==> src/rtl/gray2bin_arbiter_if.sv <==
// Bundle of requester, gray2bin and result signals for gray2bin_arbiter.
// slave is the arbiter's view; master drives the arbiter (sources, gray2bin, sink).
interface gray2bin_arbiter_if #(
  parameter int MODULATION_ORDER = 16,
  parameter int NUM_REQ          = 4
);
  localparam int W  = $clog2(MODULATION_ORDER);
  localparam int IW = $clog2(NUM_REQ);

  logic                 i_en;
  logic [NUM_REQ*W-1:0] i_req_gray;
  logic [NUM_REQ-1:0]   i_req_valid;
  logic [NUM_REQ-1:0]   o_req_ready;
  logic [W-1:0]         o_g2b_gray;
  logic                 o_g2b_dv;
  logic [W-1:0]         i_g2b_bin;
  logic                 i_g2b_dv;
  logic [W-1:0]         o_binary_code;
  logic [IW-1:0]        o_id;
  logic                 o_dv;
  logic                 o_idle;
  logic                 o_err;

  modport slave (
    input  i_en, i_req_gray, i_req_valid, i_g2b_bin, i_g2b_dv,
    output o_req_ready, o_g2b_gray, o_g2b_dv, o_binary_code, o_id, o_dv, o_idle, o_err
  );

  modport master (
    output i_en, i_req_gray, i_req_valid, i_g2b_bin, i_g2b_dv,
    input  o_req_ready, o_g2b_gray, o_g2b_dv, o_binary_code, o_id, o_dv, o_idle, o_err
  );
endinterface

==> src/rtl/gray2bin_arbiter.sv <==
// Round-robin scheduler sharing one gray2bin between NUM_REQ symbol sources;
// results come back in order and are tagged with the originating requester.
module gray2bin_arbiter #(
  parameter int MODULATION_ORDER = 16,
  parameter int NUM_REQ          = 4,
  parameter int MAX_INFLIGHT     = 4
) (
  input  logic              clk,
  input  logic              rst,
  gray2bin_arbiter_if.slave bus
);
  localparam int W  = $clog2(MODULATION_ORDER);
  localparam int IW = $clog2(NUM_REQ);
  localparam int CW = $clog2(MAX_INFLIGHT + 1);
  localparam int AW = (MAX_INFLIGHT > 1) ? $clog2(MAX_INFLIGHT) : 1;

  typedef enum logic [1:0] {IDLE, RUN, DRAIN} state_t;

  state_t             state, state_nxt;
  logic [IW-1:0]      ptr, ptr_nxt, win;
  logic               found, grant_en, accept, pop;
  logic [NUM_REQ-1:0] ready;
  logic [CW-1:0]      count;
  logic [AW-1:0]      wr_ptr, rd_ptr;
  logic [IW-1:0]      tags [MAX_INFLIGHT];
  logic [W-1:0]       g2b_gray, bin_q;
  logic               g2b_dv, dv_q, err_q;
  logic [IW-1:0]      id_q;

  // Grant search starts at ptr and wraps; the full check uses the registered
  // count, so a same-cycle return never frees a slot early.
  always_comb begin
    grant_en = (state == RUN) && (count < CW'(MAX_INFLIGHT));
    found    = 1'b0;
    win      = '0;
    ready    = '0;
    for (int unsigned i = 0; i < NUM_REQ; i++) begin
      int unsigned idx;
      idx = (32'(ptr) + i) % NUM_REQ;
      if (!found && bus.i_req_valid[idx]) begin
        found = 1'b1;
        win   = IW'(idx);
      end
    end
    accept = grant_en && found;
    if (accept) ready[win] = 1'b1;
    ptr_nxt = (win == IW'(NUM_REQ - 1)) ? '0 : win + IW'(1);
    pop     = bus.i_g2b_dv && (count != '0);
  end

  always_comb begin
    state_nxt = state;
    unique case (state)
      IDLE:    if (bus.i_en) state_nxt = RUN;
      RUN:     if (!bus.i_en) state_nxt = DRAIN;
      DRAIN: begin
        if (bus.i_en)                        state_nxt = RUN;
        else if (count == '0 && !g2b_dv)     state_nxt = IDLE;
      end
      default: state_nxt = IDLE;
    endcase
  end

  always_ff @(posedge clk or negedge rst) begin
    if (!rst) begin
      state    <= IDLE;
      ptr      <= '0;
      count    <= '0;
      wr_ptr   <= '0;
      rd_ptr   <= '0;
      g2b_gray <= '0;
      g2b_dv   <= 1'b0;
      bin_q    <= '0;
      id_q     <= '0;
      dv_q     <= 1'b0;
      err_q    <= 1'b0;
    end else begin
      state  <= state_nxt;
      g2b_dv <= accept;
      dv_q   <= pop;
      if (accept) begin
        g2b_gray <= bus.i_req_gray[32'(win)*W +: W];
        ptr      <= ptr_nxt;
        wr_ptr   <= wr_ptr + AW'(1);
      end
      if (pop) begin
        bin_q  <= bus.i_g2b_bin;
        id_q   <= tags[rd_ptr];
        rd_ptr <= rd_ptr + AW'(1);
      end
      if (bus.i_g2b_dv && count == '0) err_q <= 1'b1;
      if (accept && !pop)      count <= count + CW'(1);
      else if (!accept && pop) count <= count - CW'(1);
    end
  end

  always_ff @(posedge clk) begin
    if (accept) tags[wr_ptr] <= win;
  end

  assign bus.o_req_ready   = ready;
  assign bus.o_g2b_gray    = g2b_gray;
  assign bus.o_g2b_dv      = g2b_dv;
  assign bus.o_binary_code = bin_q;
  assign bus.o_id          = id_q;
  assign bus.o_dv          = dv_q;
  assign bus.o_idle        = (state == IDLE);
  assign bus.o_err         = err_q;
endmodule

==> src/flat_wrapper.sv <==
// flat-port wrapper written by rule: the top's interface ports become plain ports
module gray2bin_arbiter_flat 
#(
  parameter int MODULATION_ORDER = 16,
  parameter int NUM_REQ          = 4,
  parameter int MAX_INFLIGHT     = 4
)
  (clk, rst, bus_i_en, bus_i_req_gray, bus_i_req_valid, bus_i_g2b_bin, bus_i_g2b_dv, bus_o_req_ready, bus_o_g2b_gray, bus_o_g2b_dv, bus_o_binary_code, bus_o_id, bus_o_dv, bus_o_idle, bus_o_err);
  gray2bin_arbiter_if #(.MODULATION_ORDER(MODULATION_ORDER), .NUM_REQ(NUM_REQ)) bus_i ();
  input  logic clk;
  input  logic rst;
  input wire logic [$bits(bus_i.i_en)-1:0] bus_i_en;
  input wire logic [$bits(bus_i.i_req_gray)-1:0] bus_i_req_gray;
  input wire logic [$bits(bus_i.i_req_valid)-1:0] bus_i_req_valid;
  input wire logic [$bits(bus_i.i_g2b_bin)-1:0] bus_i_g2b_bin;
  input wire logic [$bits(bus_i.i_g2b_dv)-1:0] bus_i_g2b_dv;
  output wire logic [$bits(bus_i.o_req_ready)-1:0] bus_o_req_ready;
  output wire logic [$bits(bus_i.o_g2b_gray)-1:0] bus_o_g2b_gray;
  output wire logic [$bits(bus_i.o_g2b_dv)-1:0] bus_o_g2b_dv;
  output wire logic [$bits(bus_i.o_binary_code)-1:0] bus_o_binary_code;
  output wire logic [$bits(bus_i.o_id)-1:0] bus_o_id;
  output wire logic [$bits(bus_i.o_dv)-1:0] bus_o_dv;
  output wire logic [$bits(bus_i.o_idle)-1:0] bus_o_idle;
  output wire logic [$bits(bus_i.o_err)-1:0] bus_o_err;
  assign bus_i.i_en = bus_i_en;
  assign bus_i.i_req_gray = bus_i_req_gray;
  assign bus_i.i_req_valid = bus_i_req_valid;
  assign bus_i.i_g2b_bin = bus_i_g2b_bin;
  assign bus_i.i_g2b_dv = bus_i_g2b_dv;
  assign bus_o_req_ready = bus_i.o_req_ready;
  assign bus_o_g2b_gray = bus_i.o_g2b_gray;
  assign bus_o_g2b_dv = bus_i.o_g2b_dv;
  assign bus_o_binary_code = bus_i.o_binary_code;
  assign bus_o_id = bus_i.o_id;
  assign bus_o_dv = bus_i.o_dv;
  assign bus_o_idle = bus_i.o_idle;
  assign bus_o_err = bus_i.o_err;
  gray2bin_arbiter #(.MODULATION_ORDER(MODULATION_ORDER), .NUM_REQ(NUM_REQ), .MAX_INFLIGHT(MAX_INFLIGHT)) u_core (.clk(clk), .rst(rst), .bus(bus_i));
endmodule
==> config.mk <==
export PLATFORM = sky130hd
export DESIGN_NAME = gray2bin_arbiter_flat
export DESIGN_NICKNAME = d
export VERILOG_FILES = /design/src/rtl/gray2bin_arbiter_if.sv /design/src/rtl/gray2bin_arbiter.sv /design/src/flat_wrapper.sv
export SDC_FILE = /design/constraint.sdc
export NUM_CORES = 1
export LEC_CHECK = 0
export ABC_AREA = 1
export BUFFER_PORTS_ARGS = -buffer_cell sky130_fd_sc_hd__buf_2
export CAP_MARGIN = 0
export CORE_ASPECT_RATIO = 0.5
export CORE_UTILIZATION = 50
export CTS_BUF_LIST = sky130_fd_sc_hd__clkbuf_8
export CTS_CLUSTER_DIAMETER = 200
export CTS_CLUSTER_SIZE = 14
export DETAILED_ROUTE_END_ITERATION = 16
export PLACE_DENSITY = 0.81
export SETUP_SLACK_MARGIN = 0.4
export SYNTH_ARGS = -nofsm -noshare
export SYNTH_HDL_FRONTEND = slang
export SYNTH_SLANG_ARGS = --single-unit
==> constraint.sdc <==
create_clock -name clk -period 3.2 [get_ports clk]
set_clock_uncertainty 0.05 [all_clocks]
set_input_delay 0.16 -clock clk [delete_from_list [all_inputs] [get_ports clk]]
set_output_delay 0.16 -clock clk [all_outputs]
set_load 0.005 [all_outputs]
==> flow_summary.toml <==
[run_status]
status = "finished clean"

[clocking]
tritoncts = "done"
htree_num_levels = 2
root_buffer = "clkbuf_8"
clk_pin_slew_ps = 80
cts_max_path_buffers = 2
clock_latency_ps = 290
cts_buffers = 5
clock_sinks = 32

[yosys]
ys_ff_latch = 32
ys_seq_area_share_pct = 43.84
synth_fp_nets = 282
synth.distinct_cells = 29
synth_cells = 244
synthTopCellsByArea = "dfrtp_1, nand2_1, edfxtp_1"
ys.flop_type = "dfrtp_1"
synth_area_sq_um = 1918
synthTopCellsByCount = "nand2_1, inv_1, dfrtp_1"
yosys.area.top_type = "dfrtp_1"
yosysMostFrequentCell = "nand2_1"
synth_warnings = 0
yosysTopAreaCellShare_pct = 31.31
synth_edf_count = 8
synth.avg_cell_area_sq_um = 7.861
async_flop_share_pct = 75.00

[timing]
finalSetupViolCount = 0
rsz0062_at_grt = "yes"
hold_viol = 0
period_share_pct = 82.71
slew_headroom_pct = 55.15
finalMaxSlewViolations = 0
timing.fmax_mhz = 377.8
whs_ps = 12.94
period_needed_ps = 2647
tightestPinTransition_ps = 667.6
setup_tns_ps = 0

[floorplan]
core_sq_um = 3547
die-area_sq_um = 4103
io_pins = 46
std_cell_rows = 15
initial_core_util_pct = 54.07
die_width_microns = 89.59
die_y_microns = 45.80

[route]
routed-wl-met3_microns = 214
highest_layer = "met4"
postRouteAntennaNets = 0
routed_wl_mm = 3.978
vias = 1724
first_iter_violations = 96
drcViolationCount = 0
drt-pass1-iter-count = 4
vias_per_cell = 4.940
met2_length_mm = 1.974
wl_per_cell_microns = 11.40
wl_met1_mm = 1.768

[job]
drv_cap = 0

[pwr]
peakVddDrop_uv = 445.4
p_total_mw = 2.502
p_int_mw = 1.350
power.leakage_nw = 1.263
p_clk_share_pct = 15.0
power_switching_share_pct = 46.07
p_seq_share_pct = 29.4
p_sw_mw = 1.153
pwr-share-comb_pct = 55.6
powerDensity_nw_per_um2 = 1067

[min_path]
hp-class = "in -> reg"

[global_routing]
antenna_found_initial = 0
grt_pass1_vias = 1497
grtUsageTotal_pct = 20.53
grt_pass1_wl_mm = 6.223
grt_max_degree = 25
overflow = 0

[worst_setup_path]
cp-start-kind = "register"
critPathRequiredTime_ps = 2990
cp-end-kind = "primary output"
critPathMaxFanout = 11
worstSetupPathType = "reg -> out"
cp.arrival_ps = 2440

[place]
dp_hpwl_mm = 2.783
port-buffer-count = 45
gp_congestion = 0.8461

[final_layout]
insertedDiodeCount = 0
area_growth_pct = 22.24
finalNetCount = 335
drive_gt1_share_pct = 26.85
power by group through the flow:
stage / logic [mW] / clock network [mW] / registers, mW
3_5_place_dp: 1.29 / 0 / 0.732
5_1_grt: 1.59 / 0.395 / 0.754
2_1_floorplan: 1.04 / 0 / 0.708
3_3_place_gp: 1.24 / 0 / 0.726
6_report: 1.39 / 0.375 / 0.735
4_1_cts: 1.31 / 0.380 / 0.730
placed cells by master (no fill, tap or decap), drive strengths merged, types with 5 or more instances in the layout:
cell type	instances
nand2	89
dfrtp	24
nor2	23
inv	36
edfxtp	8
o21ai	10
ha	9
clkbuf	5
buf	50
nand3	23
cells by family after synthesis:
logic type      share of synthesized area (%)
mux                                    0.5870
compound gates                          5.023
simple gates                            32.16
fa+ha+maj                               6.915
flops                                   43.84
xor+xnor                                1.827
buf+inv                                 9.654
stage by stage:
step / instances / utilization, % / cell area (sq um) / setup slack, ps
4_1_cts: 345 / 64.59 / 2291 / 411.1
6_report: 349 / 66.10 / 2345 / 553.2
3_3_place_gp: 336 / 61.13 / 2168 / 501.1
5_1_grt: 349 / 66.10 / 2345 / 381.8
2_1_floorplan: 244 / - / 1918 / 780.3
3_5_place_dp: 336 / 61.13 / 2168 / 385.7
registers in the layout, summed over array words and instances (netlist names):
signal / flops
u_core.bus.o_binary_code: 4
u_core.bus.o_err: 1
u_core.bus.o_id: 2
u_core.bus.o_dv: 1
u_core.rd_ptr: 2
u_core.wr_ptr: 2
u_core.count: 3
u_core.bus.o_g2b_gray: 4
u_core.state: 2
u_core.ptr: 2
u_core.bus.o_g2b_dv: 1
u_core.tags: 8
final timing paths:
path / from / cells after the start / end / slack, ps
worst max-delay path: u_core.ptr[0] / 12 / bus_o_req_ready[3] / 550
worst min-delay path: bus_i_en / 2 / u_core.state[1] / 10
worst max register to register: u_core.ptr[0] / 12 / u_core.count[1] / 590
worst min register to register: u_core.bus.o_err / 1 / u_core.bus.o_err / 420
max in group asynchronous: rst / 2 / u_core.ptr[0] / 2380
min in group asynchronous: rst / 2 / u_core.wr_ptr[0] / 330
cell type report:
type	instances	area (sq um)
Clock buffer	5	68.82
Clock inverter	3	38.79
Fill cell	295	1202
Inverter	37	145.1
Multi-Input combinational cell	170	913.4
Sequential cell	32	842.1
Tap cell	51	63.81
Timing Repair Buffer	51	272.8
timing repair:
item / 4_1_cts / 5_1_grt
setup buffers: 0 / 4
gates resized for setup: 1 / 5
setup endpoints to repair: 1 / 6
hold endpoints to repair: 24 / 0
hold buffers: 1 / 0
routing by layer:
metal  track usage [%]  vias to the layer above
met5                 0                        -
met4             5.714                        0
met3             5.072                        4
met2             37.88                       51
met1             24.34                      808
li1                  -                      861
worst max-delay path, cell delays in order (launching register included):
cell	delay, ps
dfrtp_2	500
inv_4	130
nand2_1	80
nand3_1	110
nand2_2	90
nor2_4	160
nand4_1	120
nand2_2	190
clkinvlp_4	240
ha_1	260
inv_1	80
nor2_1	50
buf_2	120
(Power assumes the default switching activity.)
